`src/rtl/prbs_gen_check_pkg.sv`:
```
`default_nettype none
// ============================================================================
// Package  : prbs_pkg
// Brief    : Shared constants and helpers for the PRBS generator/checker:
//            default tap masks per common width, checker state encoding and
//            a popcount helper for the error counter.
// Revision : 1.0 - initial release
// ============================================================================
package prbs_pkg;

  // Maximal-length tap masks (bit k set = tap k+1)
  localparam logic [7:0]  POLY_W8  = 8'hB8;                  // x^8+x^6+x^5+x^4+1
  localparam logic [15:0] POLY_W16 = 16'hB400;               // x^16+x^14+x^13+x^11+1
  localparam logic [31:0] POLY_W32 = 32'h8020_0003;          // x^32+x^22+x^2+x^1+1
  localparam logic [63:0] POLY_W64 = 64'hD800_0000_0000_0000; // x^64+x^63+x^61+x^60+1

  // Checker lock state
  typedef enum logic [0:0] {
    CHK_HUNT   = 1'b0,
    CHK_LOCKED = 1'b1
  } chk_state_e;

  // Default tap mask for a register width; unknown widths fall back to 32
  function automatic logic [63:0] default_poly(input int width);
    case (width)
      8:       return 64'(POLY_W8);
      16:      return 64'(POLY_W16);
      64:      return POLY_W64;
      default: return 64'(POLY_W32);
    endcase
  endfunction

  // Number of set bits in a vector of up to 64 bits
  function automatic logic [6:0] popcount(input logic [63:0] v);
    logic [6:0] n;
    n = '0;
    for (int i = 0; i < 64; i++) begin
      n = n + 7'(v[i]);
    end
    return n;
  endfunction

endpackage
`default_nettype wire

```
`src/rtl/prbs_gen_check_lfsr_leap.sv`:
```
`default_nettype none
// ============================================================================
// Module   : lfsr_leap
// Brief    : Combinational leap-ahead of a Fibonacci LFSR by STEP single
//            steps. Each step shifts left and inserts the XOR of the tapped
//            bits at bit 0, so the newest bit lands in bit 0.
// Revision : 1.0 - initial release
// ============================================================================
module lfsr_leap #(
  parameter int WIDTH = 32,
  parameter int STEP  = 8
) (
  input  logic [WIDTH-1:0] state_in,
  input  logic [WIDTH-1:0] poly,
  output logic [WIDTH-1:0] state_out
);

  logic [WIDTH-1:0] r;

  // Unroll STEP single-bit LFSR steps
  always_comb begin
    r = state_in;
    for (int i = 0; i < STEP; i++) begin
      r = {r[WIDTH-2:0], ^(r & poly)};
    end
    state_out = r;
  end

endmodule
`default_nettype wire

```
`src/rtl/prbs_gen_check.sv`:
```
`default_nettype none
// ============================================================================
// Module   : prbs_gen_check
// Brief    : PRBS generator (programmable taps, STEP bits/beat, seed load,
//            save/restore) and self-synchronising checker with lock
//            detection and a saturating bit-error counter.
// Revision : 1.0 - initial release
// ============================================================================
module prbs_gen_check
  import prbs_pkg::*;
#(
  parameter int          WIDTH      = 32,
  parameter int          STEP       = 8,
  parameter logic [63:0] POLY       = default_poly(32),
  parameter logic [63:0] SEED       = 64'd1,
  parameter int          LOCK_BEATS = 4,
  parameter int          LOSS_BEATS = 4,
  parameter int          ERRCNT_W   = 16
) (
  input  logic                clk,
  input  logic                reset,
  input  logic                enable,
  input  logic                poly_wr,
  input  logic [WIDTH-1:0]    poly_in,
  input  logic                seed_load,
  input  logic [WIDTH-1:0]    seed_in,
  input  logic                save,
  input  logic                restore,
  output logic [WIDTH-1:0]    gen_q,
  output logic [STEP-1:0]     gen_bits,
  output logic                gen_valid,
  input  logic                chk_valid,
  input  logic [STEP-1:0]     chk_bits,
  input  logic                chk_clr,
  output logic                chk_locked,
  output logic                chk_err,
  output logic [ERRCNT_W-1:0] chk_errcnt
);

  localparam logic [WIDTH-1:0]    MSB_MASK   = {1'b1, {(WIDTH-1){1'b0}}};
  localparam logic [WIDTH-1:0]    SEED_W     = WIDTH'(SEED);
  localparam logic [WIDTH-1:0]    SEED_RST   = (SEED_W == '0) ? WIDTH'(1) : SEED_W;
  localparam logic [WIDTH-1:0]    POLY_RST   = WIDTH'(POLY) | MSB_MASK;
  localparam int                  FILL_BEATS = (WIDTH + STEP - 1) / STEP;
  localparam int                  FILL_W     = $clog2(FILL_BEATS + 1);
  localparam int                  RUN_MAX    = (LOCK_BEATS > LOSS_BEATS) ? LOCK_BEATS : LOSS_BEATS;
  localparam int                  RUN_W      = $clog2(RUN_MAX + 1);
  localparam int                  SUM_W      = ERRCNT_W + 8;
  localparam logic [ERRCNT_W-1:0] ERRCNT_MAX = '1;

  // Generator state
  logic [WIDTH-1:0] gen_d, save_q, save_d, poly_q, poly_d, gen_leap;
  logic             gen_valid_q, gen_valid_d;

  // Checker state
  chk_state_e          state_q, state_d;
  logic [WIDTH-1:0]    c_q, c_d, c_shift, chk_leap;
  logic [FILL_W-1:0]   fill_q, fill_d;
  logic [RUN_W-1:0]    run_q, run_d, run_inc;
  logic                chk_err_q, chk_err_d;
  logic [ERRCNT_W-1:0] errcnt_q, errcnt_d, errcnt_sat;
  logic [STEP-1:0]     mism;
  logic [6:0]          mism_cnt;
  logic [SUM_W-1:0]    errcnt_sum;

  lfsr_leap #(.WIDTH(WIDTH), .STEP(STEP)) u_gen_leap (
    .state_in  (gen_q),
    .poly      (poly_q),
    .state_out (gen_leap)
  );

  lfsr_leap #(.WIDTH(WIDTH), .STEP(STEP)) u_chk_leap (
    .state_in  (c_q),
    .poly      (poly_q),
    .state_out (chk_leap)
  );

  // Received bits shifted into the checker register while hunting
  generate
    if (STEP < WIDTH) begin : g_shift_part
      assign c_shift = {c_q[WIDTH-STEP-1:0], chk_bits};
    end else begin : g_shift_full
      assign c_shift = chk_bits;
    end
  endgenerate

  assign mism       = chk_leap[STEP-1:0] ^ chk_bits;
  assign mism_cnt   = popcount(64'(mism));
  assign errcnt_sum = SUM_W'(errcnt_q) + SUM_W'(mism_cnt);
  assign errcnt_sat = (errcnt_sum > SUM_W'(ERRCNT_MAX)) ? ERRCNT_MAX : errcnt_sum[ERRCNT_W-1:0];
  assign run_inc    = run_q + RUN_W'(1);

  // Generator next state: seed_load beats restore beats enable; never all-zero
  always_comb begin
    gen_d       = gen_q;
    gen_valid_d = 1'b0;
    save_d      = save ? gen_q : save_q;
    poly_d      = poly_wr ? (poly_in | MSB_MASK) : poly_q;
    if (seed_load) begin
      gen_d = (seed_in == '0) ? WIDTH'(1) : seed_in;
    end else if (restore) begin
      gen_d = (save_q == '0) ? WIDTH'(1) : save_q;
    end else if (enable) begin
      gen_d       = gen_leap;
      gen_valid_d = 1'b1;
    end
  end

  // Generator registers
  always_ff @(posedge clk or posedge reset) begin
    if (reset) begin
      gen_q       <= SEED_RST;
      save_q      <= SEED_RST;
      poly_q      <= POLY_RST;
      gen_valid_q <= 1'b0;
    end else begin
      gen_q       <= gen_d;
      save_q      <= save_d;
      poly_q      <= poly_d;
      gen_valid_q <= gen_valid_d;
    end
  end

  // Checker next state: hunt by shifting in received bits, free-run once locked
  always_comb begin
    state_d   = state_q;
    c_d       = c_q;
    fill_d    = fill_q;
    run_d     = run_q;
    chk_err_d = 1'b0;
    errcnt_d  = errcnt_q;
    if (poly_wr && (state_q == CHK_LOCKED)) begin
      // New taps invalidate the free-running prediction
      state_d = CHK_HUNT;
      fill_d  = '0;
      run_d   = '0;
    end else if (chk_valid) begin
      if (state_q == CHK_HUNT) begin
        c_d = c_shift;
        if (fill_q != FILL_W'(FILL_BEATS)) begin
          fill_d = fill_q + FILL_W'(1);
        end else if (mism != '0) begin
          run_d = '0;
        end else if (run_inc == RUN_W'(LOCK_BEATS)) begin
          state_d = CHK_LOCKED;
          run_d   = '0;
        end else begin
          run_d = run_inc;
        end
      end else begin
        c_d       = chk_leap;
        chk_err_d = |mism;
        errcnt_d  = errcnt_sat;
        if (mism == '0) begin
          run_d = '0;
        end else if (run_inc == RUN_W'(LOSS_BEATS)) begin
          state_d = CHK_HUNT;
          fill_d  = '0;
          run_d   = '0;
        end else begin
          run_d = run_inc;
        end
      end
    end
    if (chk_clr) begin
      errcnt_d = '0;
    end
  end

  // Checker registers
  always_ff @(posedge clk or posedge reset) begin
    if (reset) begin
      state_q   <= CHK_HUNT;
      c_q       <= '0;
      fill_q    <= '0;
      run_q     <= '0;
      chk_err_q <= 1'b0;
      errcnt_q  <= '0;
    end else begin
      state_q   <= state_d;
      c_q       <= c_d;
      fill_q    <= fill_d;
      run_q     <= run_d;
      chk_err_q <= chk_err_d;
      errcnt_q  <= errcnt_d;
    end
  end

  assign gen_bits   = gen_q[STEP-1:0];
  assign gen_valid  = gen_valid_q;
  assign chk_locked = (state_q == CHK_LOCKED);
  assign chk_err    = chk_err_q;
  assign chk_errcnt = errcnt_q;

endmodule
`default_nettype wire

```
`config.mk`:
```
export PLATFORM = sky130hd
export DESIGN_NAME = prbs_gen_check
export DESIGN_NICKNAME = d
export VERILOG_FILES = /design/src/rtl/prbs_gen_check_pkg.sv /design/src/rtl/prbs_gen_check_lfsr_leap.sv /design/src/rtl/prbs_gen_check.sv
export SDC_FILE = /design/constraint.sdc
export NUM_CORES = 1
export LEC_CHECK = 0
export BUFFER_PORTS_ARGS = -buffer_cell sky130_fd_sc_hd__clkbuf_2
export CAP_MARGIN = 30
export CORE_ASPECT_RATIO = 1.2
export CORE_MARGIN = 2
export CORE_UTILIZATION = 52
export CTS_BUF_LIST = sky130_fd_sc_hd__clkbuf_8
export DETAILED_ROUTE_END_ITERATION = 12
export HOLD_SLACK_MARGIN = 0.06
export PLACE_DENSITY = 0.75
export SLEW_MARGIN = 10
export SYNTH_ARGS = -nofsm -noshare
export SYNTH_HDL_FRONTEND = slang
export SYNTH_SLANG_ARGS = --single-unit
export TNS_END_PERCENT = 20
```
`constraint.sdc`:
```
create_clock -name clk -period 12.6 [get_ports clk]
set_clock_uncertainty 0.1 [all_clocks]
set_input_delay 1.89 -clock clk [delete_from_list [all_inputs] [get_ports clk]]
set_output_delay 1.89 -clock clk [all_outputs]
set_load 0.01 [all_outputs]
```
Yosys cells after proc, flatten, opt, wreduce, memory -nomap -nowiden

Cells that the tools add are included.

Bitwise operators: 18
Add/subtract/negate cells: 10
Reductions and logical operators: 31
Mux-type cells: 38
Eq/ne operators: 6
$lt $le $gt $ge: 1

Operator list:

| operator               | count |
|---|---|
| $and A32 B32 Y32       | 16 |
| $reduce_xor A32 Y1     | 16 |
| $mux W32               | 5 |
| $mux W16               | 5 |
| $logic_not A32 Y1      | 2 |
| $mux W3                | 13 |
| $add A16 B7 Y17        | 1 |
| $gt A17 B16 Y1 const B | 1 |
| $mux W1                | 14 |
| $ne A3 B3 Y1 const B   | 3 |
| $logic_not A8 Y1       | 1 |
| $mux W8                | 1 |
| $reduce_bool A8 Y1     | 1 |
| $reduce_or A8 Y1       | 1 |
| $xor A8 B8 Y8          | 1 |
| $add A6 B1 Y7          | 1 |
| $add A7 B1 Y7          | 1 |
| $add A3 B1 Y3 const B  | 2 |
| $add A5 B1 Y6          | 1 |
| $reduce_bool A2 Y1     | 3 |
| $reduce_bool A3 Y1     | 2 |
| $add A4 B1 Y5          | 1 |
| $add A3 B1 Y4          | 1 |
| $reduce_and A2 Y1      | 2 |
| other kinds (9)        | 9 |

Output and inout bits: 59
Bits of input ports: 81
Flip-flop bits (word level): 152

Longest topological paths before layout

Gate-level depths: netlist of run 1.

Depth after elaboration: 31
Gate-level depth with buffers: 34

Hierarchy

Synthesis of run 1 repeated with hierarchy kept, for this count alone.

Cells, all modules: 1936
Area, all modules: 15214.6 um2

By module, submodules not included:

| module         | area an instance (um2) | cells each | times used |
|---|---|---|---|
| lfsr_leap      | 3866.2                 | 619        | 2 |
| prbs_gen_check | 7482.2                 | 698        | 1 |

Least setup slack after synthesis of run 1

No wires, ideal clock.

Kind: register to register
Start point: reg poly_q[23]
End point: reg errcnt_q[13], in the netlist chk_errcnt[13]
Setup time: 0.132 ns
Arrival time: 7.983 ns
Path slack: 4.385 ns
Cell stages (with the launch flop): 35
Clock period less this slack: 8.215 ns
Cell sequence: dfrtp_1 -> buf_4 -> nand2_2 -> xnor3_1 -> xnor3_1 -> xnor3_1 -> xnor3_2 -> nand2_4 -> nand2_1 -> a32o_1 -> or3_1 -> buf_2 -> a2111o_1 -> o311a_1 -> xor2_2 -> a311oi_4 -> xnor3_1 -> xor2_1 -> inv_2 -> fa_1 -> fa_1 -> inv_1 -> fa_1 -> fa_1 -> fa_1 -> a21o_1 -> a21oi_1 -> nor2b_1 -> nand3_1 -> or2_2 -> clkbuf_1 -> clkbuf_1 -> nand2_1 -> mux2i_1 -> nor2_1

Word-level cells in the longest chain between the ends: 31

Ends and longest elaborated chain:

| what                     | line                           | RTL |
|---|---|---|
| start: declaration       | prbs_gen_check.sv:52           | `logic [WIDTH-1:0] gen_d, save_q, save_d, poly_q, poly_d, gen_leap;` |
| start signal: assignment | prbs_gen_check.sv:119          | `poly_q <= poly_d;` |
| $and A32 B32 Y32         | prbs_gen_check_lfsr_leap.sv:24 | `r = {r[WIDTH-2:0], ^(r & poly)};` |
| $reduce_xor A32 Y1       | prbs_gen_check_lfsr_leap.sv:24 |  |
| $and A32 B32 Y32         | prbs_gen_check_lfsr_leap.sv:24 |  |
| $reduce_xor A32 Y1       | prbs_gen_check_lfsr_leap.sv:24 |  |
| $and A32 B32 Y32         | prbs_gen_check_lfsr_leap.sv:24 |  |
| $reduce_xor A32 Y1       | prbs_gen_check_lfsr_leap.sv:24 |  |
| $and A32 B32 Y32         | prbs_gen_check_lfsr_leap.sv:24 |  |
| $reduce_xor A32 Y1       | prbs_gen_check_lfsr_leap.sv:24 |  |
| [15 not listed]          | n/a                            |  |
| $add A7 B1 Y7 *          | prbs_gen_check_pkg.sv:38       | `n = n + 7'(v[i]);` |
| $add A16 B7 Y17 *        | prbs_gen_check.sv:89           | `assign errcnt_sum = SUM_W'(errcnt_q) + SUM_W'(mism_cnt);` |
| $gt A17 B16 Y1           | prbs_gen_check.sv:90           | `assign errcnt_sat = (errcnt_sum > SUM_W'(ERRCNT_MAX)) ? ERRCNT_MAX : errcnt_sum[ERRCNT_W-1:0];` |
| $mux W16 *               | prbs_gen_check.sv:90           |  |
| $mux W16 *               | prbs_gen_check.sv:138          | `if (state_q == CHK_HUNT) begin` |
| $mux W16 *               | prbs_gen_check.sv:137          | `end else if (chk_valid) begin` |
| $mux W16 *               | prbs_gen_check.sv:132          | `if (poly_wr && (state_q == CHK_LOCKED)) begin` |
| $mux W16 *               | prbs_gen_check.sv:165          | `if (chk_clr) begin` |
| end signal: assignment   | prbs_gen_check.sv:185          | `errcnt_q <= errcnt_d;` |
| end: declaration         | prbs_gen_check.sv:61           | `logic [ERRCNT_W-1:0] errcnt_q, errcnt_d, errcnt_sat;` |

Mark *: on every way between the ends. The rest lies on a longest branch, timed or not. The select of a mux whose other input is x is not followed.
A chain may end at the register's enable or synchronous reset.

Worst setup path after layout of run 1

Start point: reg poly_q[29]
End point: reg errcnt_q[7], in the netlist chk_errcnt[7]

The elaborated chain is that of the path after synthesis.

==> results of run 1 <==
cells by family (layout without fill, tap and decap cells):
group | after synthesis | in the layout | synth area share
DFF | 152 | 152 | 0.258
xor gates and xnor gates | 497 | 497 | 0.314
buffers and inverters | 203 | 239 | 0.0573
and+or+nand+nor | 732 | 732 | 0.201
adders and majority gates | 15 | 15 | 0.0152
AOI/OAI and AO/OA | 204 | 204 | 0.0948
muxes | 79 | 79 | 0.0598
metrics by stage:
step                utilization  worst slack, ns  hold slack [ns]  cell area (um^2)
floorplan                     -             4.39            0.364             14800
global placement          0.554             3.23            0.377             15500
detailed placement        0.556             3.04            0.394             15500
CTS                       0.570             2.99            0.417             15900
global route              0.571             2.36            0.447             15900
finish                    0.571             2.79            0.413             15900
flip-flops by register name, summed over array words and instances (netlist names):
signal and cells:
poly_q 31, chk_locked 1, gen_q 32, chk_errcnt 16, save_q 32, gen_valid 1, run_q 3, fill_q 3
c_q 32, chk_err 1
placed cells by master, fill, tap and decap left out, types with 9 or more instances in the layout:
cell type	n
sky130_fd_sc_hd__a221oi_1	14
sky130_fd_sc_hd__inv_1	33
sky130_fd_sc_hd__a211oi_1	9
sky130_fd_sc_hd__nor4_1	17
sky130_fd_sc_hd__clkbuf_2	138
sky130_fd_sc_hd__a21oi_1	43
sky130_fd_sc_hd__ha_1	10
sky130_fd_sc_hd__and3_1	9
sky130_fd_sc_hd__a31oi_1	16
sky130_fd_sc_hd__nor2_1	102
sky130_fd_sc_hd__clkbuf_8	19
sky130_fd_sc_hd__xnor3_1	15
sky130_fd_sc_hd__nand2_1	540
sky130_fd_sc_hd__buf_4	33
sky130_fd_sc_hd__mux2_2	74
sky130_fd_sc_hd__xor2_1	118
sky130_fd_sc_hd__dfrtp_1	147
sky130_fd_sc_hd__o21ai_0	50
sky130_fd_sc_hd__nand4_1	9
sky130_fd_sc_hd__nand3_1	17
sky130_fd_sc_hd__xnor2_1	355
metal layers:
metal / vias up / wire length, um / global-route usage
met5: - / 0 / 0
li1: 6102 / - / -
met1: 6620 / 17700 / 0.411
met3: 287 / 5040 / 0.0609
met2: 958 / 22200 / 0.534
met4: 0 / 3470 / 0.214
final cells by class:
| type | instances | area, um^2 |
|---|---|---|
| Multi-Input combinational cell | 1527 | 10100 |
| Tap cell | 379 | 474 |
| Timing Repair Buffer | 173 | 986 |
| Inverter | 34 | 133 |
| Clock buffer | 19 | 262 |
| Sequential cell | 152 | 3810 |
| Fill cell | 2489 | 12000 |
| Clock inverter | 13 | 145 |
worst max path at each step:
stage,from,endpoint,slack (ns),cells past startpoint
finish,poly_q[29],chk_errcnt[7],2.79,29
global route,poly_q[28],chk_errcnt[7],2.36,29
CTS,poly_q[28],chk_errcnt[7],2.99,29
detailed placement,poly_q[28],chk_errcnt[7],3.04,29
global placement,poly_q[28],chk_errcnt[11],3.23,29
floorplan,poly_q[23],chk_errcnt[13],4.39,34
==> impl_summary.log, run 1 <==
INFO  metric outcome = complete, no violations
INFO  metric syn_nets = ~2000
INFO  metric drv_slew = 0
INFO  metric worstPathRequired = 12.86 ns
INFO  metric synth.cells.most_frequent = sky130_fd_sc_hd__nand2_1, sky130_fd_sc_hd__xnor2_1, sky130_fd_sc_hd__dfrtp_1
INFO  metric synth.distinct_cells = 75
INFO  metric hp-start = run_q[2]
INFO  metric grt_use_total = 0.334
INFO  metric grt_pass1_vias = 13600
INFO  metric vias = about 14000
INFO  metric post-route-period-util = 0.778
INFO  metric critPathCaptureType = register
INFO  metric drt-pass1-iter-count = 8
INFO  metric number_of_antenna_violations_at_the_first_check_in_global_routing = 0
INFO  metric hold_path_depth = 1
INFO  metric synth_area = approximately 0.015 mm^2
INFO  metric post-synth-top-area-cell = sky130_fd_sc_hd__dfrtp_1
INFO  metric timing.slew.headroom = 0.353
INFO  metric syn_warnings = 0
INFO  metric postCtsSetupRepairBufs = 0
INFO  metric cts.reportedPaths.clkPinSlew = ~0.09 ns
INFO  metric combined_buffer_and_inverter_count_along_the_critical_path = 2
INFO  metric synthMostInstantiatedCell = sky130_fd_sc_hd__nand2_1
INFO  metric area_growth = 7.85%
INFO  metric initialDrtViolationCount = 1536
INFO  metric crit_family = XOR/XNOR gates
INFO  metric cap_viol_max_count = 0
INFO  metric worst_path_largest_cell_delay = about 0.9 ns
INFO  metric cpMostUsedCell = sky130_fd_sc_hd__fa_1
INFO  metric row_count = 67
INFO  metric start_kind = register
INFO  metric finalWorstPathRequiredPeriod = between 9 and 10 ns
INFO  metric layout-drive-gt1-share = 0.159
INFO  metric crit_path_max_fanout = 17
INFO  metric vias_per_cell = 6.08
INFO  metric place.port_buffers = 138
INFO  metric pin_count_of_the_biggest_net_entering_global_routing = 71
INFO  metric timing.setup.critical_path_class = reg -> reg
INFO  metric post-route-drc-count = 0
INFO  metric die_w = 158 um
INFO  metric chip_height = 189 um
INFO  metric timing.reg2reg.setup_slack = 2.79 ns
INFO  metric nNetsFinal = 2001
INFO  metric avgSynthCellArea = 7.85 um^2
INFO  metric gp_congestion = 0.929
INFO  metric tritoncts_num_sinks = 152
INFO  metric rsz0062_at_grt = false
INFO  metric critical_path.slowest_cell = sky130_fd_sc_hd__dfrtp_1
INFO  metric core_area = 0.0279 mm^2
INFO  metric number_of_antenna_cells_inserted = 0
INFO  metric initial_core_util = 0.529
INFO  metric worstHoldPathType = reg -> reg
INFO  metric grt_first_pass_wirelength = 76.4 mm
INFO  metric report.final.setup_viol = 0
INFO  metric clockRootBuffer = sky130_fd_sc_hd__clkbuf_8
INFO  metric synth_top_area_frac = 0.249
INFO  metric seq_area_frac_synth = 0.258
INFO  metric cts_max_path_buffers = 2
INFO  metric synth-edff-count = 0
INFO  metric detail-route-antenna-nets = 0
INFO  metric boundaryPins = 140
INFO  metric route.final.wire_length = 48.4 mm
INFO  metric worst-r2r-cell-count = 29
INFO  metric hpwl = 31.8 mm
INFO  metric yosys-top-cells-area = sky130_fd_sc_hd__dfrtp_1, sky130_fd_sc_hd__xnor2_1, sky130_fd_sc_hd__nand2_1
INFO  metric post_cts_hold_buffer_count = 0
INFO  metric htree_num_levels = 4
INFO  metric post_cts_resized = 0
INFO  metric clock_insertion_delay_worst_skew = 0.50 ns
INFO  metric die_area = 0.0298 mm^2
INFO  metric worst_reg2reg_startpoint = poly_q[29]
INFO  metric whs_endpoint = run_q[2]
INFO  metric r2r_end = chk_errcnt[7]
INFO  metric hold_viol_final = 0
INFO  metric place.detailed.instances = 2264
INFO  metric cp.arrival = 10.07 ns
INFO  metric cts_buf_count = 17
INFO  metric maximum_clock_frequency = ~100 MHz
INFO  metric final_cells = 2297
INFO  metric postSynthCellCount = between 1500 and 2000
INFO  metric totalNegativeSetupSlack = 0 ns
INFO  metric async_set_or_reset_register_ratio_after_synthesis = 1.00
INFO  metric synth_flop_cell = sky130_fd_sc_hd__dfrtp_1
INFO  metric cts_tree = done
INFO  metric postSynthRegisterBits = ~150
INFO  metric worst_tran_pin_value = 0.970 ns
INFO  metric wire_per_inst = 21.1 um
INFO  metric globalRouteOverflowTotal = 0
Power of run 1 is not shown: default switching activity piles up to over one toggle a cycle in this logic, so the estimate is an artifact.
==> inputs of run 2 (changes only) <==
==> constraint.sdc (replaced) <==
create_clock -name clk -period 9.7 [get_ports clk]
set_clock_uncertainty 0.1 [all_clocks]
set_input_delay 1.455 -clock clk [delete_from_list [all_inputs] [get_ports clk]]
set_output_delay 1.455 -clock clk [all_outputs]
set_load 0.01 [all_outputs]
==> run 2 against run 1 <==
Worst hold slack hardly changed. Design area is 0.89% higher. Worst setup slack worse by 2.2 ns. Via count fell by 0.32%. Non-clock buffer count is 16 higher. Die area unchanged. Sequential cell count unchanged. Final cell count grew 0.70%. Global-route usage barely moved. Sequential share of layout area is 0.21 points lower.
==> impl_summary.log, run 2 (synthesis gave the netlist of run 1 again) <==
INFO  metric clock_insertion_delay_worst_skew = about 0.50 ns
INFO  metric cpMostUsedCell = sky130_fd_sc_hd__fa_1
INFO  metric number_of_antenna_violations_at_the_first_check_in_global_routing = 0
INFO  metric detail-route-antenna-nets = 0
INFO  metric critPathCaptureType = register
INFO  metric worstHoldPathType = reg -> reg
INFO  metric crit_path_max_fanout = 17
INFO  metric wire_per_inst = 21.1 um
INFO  metric gp_congestion = 1.01
INFO  metric drt-pass1-iter-count = 7
INFO  metric initial_core_util = 0.529
INFO  metric boundaryPins = 140
INFO  metric hpwl = 33.5 mm
INFO  metric rsz0062_at_grt = false
INFO  metric report.final.setup_viol = 0
INFO  metric timing.setup.critical_path_class = reg -> reg
INFO  metric grt_pass1_vias = 13400
INFO  metric grt_use_total = 0.334
INFO  metric nNetsFinal = around 2000
INFO  metric post-route-period-util = 0.944
INFO  metric pin_count_of_the_biggest_net_entering_global_routing = 68
INFO  metric worst_path_largest_cell_delay = 0.63 ns
INFO  metric area_growth = 8.82%
INFO  metric layout-drive-gt1-share = 0.165
INFO  metric core_area = 0.0279 mm^2
INFO  metric route.final.wire_length = 48.7 mm
INFO  metric cap_viol_max_count = 0
INFO  metric combined_buffer_and_inverter_count_along_the_critical_path = 2
INFO  metric cts_tree = done
INFO  metric outcome = complete, no violations
INFO  metric worstPathRequired = about 10 ns
INFO  metric reg.largest.list = c_q x32, gen_q x32, save_q x32
INFO  metric cts.reportedPaths.clkPinSlew = approximately 0.09 ns
INFO  metric grt_first_pass_wirelength = 75.6 mm
INFO  metric initialDrtViolationCount = about 1600
INFO  metric post-route-drc-count = 0
INFO  metric globalRouteOverflowTotal = 0
INFO  metric cts_max_path_buffers = 2
INFO  metric row_count = 67
INFO  metric cts_buf_count = 17
INFO  metric htree_num_levels = 4
INFO  metric critical_path.slowest_cell = sky130_fd_sc_hd__dfrtp_1
INFO  metric post_cts_hold_buffer_count = 0
INFO  metric number_of_antenna_cells_inserted = 0
INFO  metric finalHoldWorstSlack = 0.413 ns
INFO  metric most_frequent_standard_cell_in_the_layout_excluding_fill_and_tap_cells = sky130_fd_sc_hd__nand2_1
INFO  metric worst_tran_pin_value = 0.939 ns
INFO  metric vias = 13900
INFO  metric final.fill_count = 2438
INFO  metric crit_family = XOR/XNOR gates
INFO  metric start_kind = register
INFO  metric clockRootBuffer = sky130_fd_sc_hd__clkbuf_8
INFO  metric tritoncts_num_sinks = 152
INFO  metric totalNegativeSetupSlack = 0 ns
INFO  metric die_area = between 0.02 and 0.03 mm^2
INFO  metric postCtsSetupRepairBufs = 0
INFO  metric cp.arrival = 9.42 ns
INFO  metric multiInputGateArea = 0.0101 mm^2
INFO  metric hold_viol_final = 0
INFO  metric die_w = 158 um
INFO  metric finalWorstPathRequiredPeriod = 9.16 ns
INFO  metric maximum_clock_frequency = 109 MHz
INFO  metric chip_height = ~190 um
INFO  metric vias_per_cell = 6.02
INFO  metric drv_slew = 0
INFO  metric place.port_buffers = 138
INFO  metric mostFrequentLayoutCells = sky130_fd_sc_hd__nand2_1, sky130_fd_sc_hd__xnor2_1, sky130_fd_sc_hd__dfrtp_1, sky130_fd_sc_hd__clkbuf_2, sky130_fd_sc_hd__xor2_1
INFO  metric timing.slew.headroom = 0.374
INFO  metric seq_cell_area = about 0.0038 mm^2
run 2: cell types whose count changed in the layout (fill, tap and decap cells not counted), sizes merged:
| cell | before | now |
|---|---|---|
| buf | 35 | 51 |
| bufinv | 2 | 3 |
| clkbuf | 157 | 156 |
| clkinv | 3 | 2 |
| inv | 39 | 40 |
run 2: timing repair:
action / in CTS / in global routing
endpoints found under the setup margin: 0 / 1
resized for setup: 0 / 1
endpoints found under the hold margin: 0 / 0
run 2: per-stage QoR:
stage / setup slack (ns) / area, um^2 / utilization / std cells
after detailed placement: 0.613 / 15600 / 0.561 / 2281
after global routing: 0.0586 / 16100 / 0.576 / 2313
after CTS: 0.597 / 16100 / 0.576 / 2313
final: 0.543 / 16100 / 0.576 / 2313
after floorplan: 1.49 / 14800 / - / 1882
after global placement: 0.737 / 15600 / 0.559 / 2279
run 2: cell type report:
cell class,count,share of cell area
tap,379,0.0295
timing repair buffer,189,0.0693
clock buffer,18,0.0154
clock inverter,14,0.0108
inverter,34,0.00825
multi-input combinational,1527,0.630
sequential,152,0.237
run 2: path summary, 6_finish.rpt:
kind	startpoint	to	slack [ns]	cells past startpoint
max in group asynchronous	reset	poly_q[0]	7.21	4
setup / recovery	c_q[0]	chk_errcnt[7]	0.54	29
hold / removal	run_q[2]	run_q[2]	0.41	1
setup reg to reg	c_q[0]	chk_errcnt[7]	0.54	29
hold reg to reg	run_q[2]	run_q[2]	0.41	1
min in group asynchronous	reset	gen_q[15]	0.94	2
run 2: metal layers:
layer  wire length, um  vias to the layer above  GRT usage
li1                  -                     6131          -
met1             17600                     6590      0.411
met2             22400                      935      0.535
met3              5260                      266     0.0612
met4              3450                        0      0.215
met5                 0                        -          0
Power of run 2 is left out for the same reason.
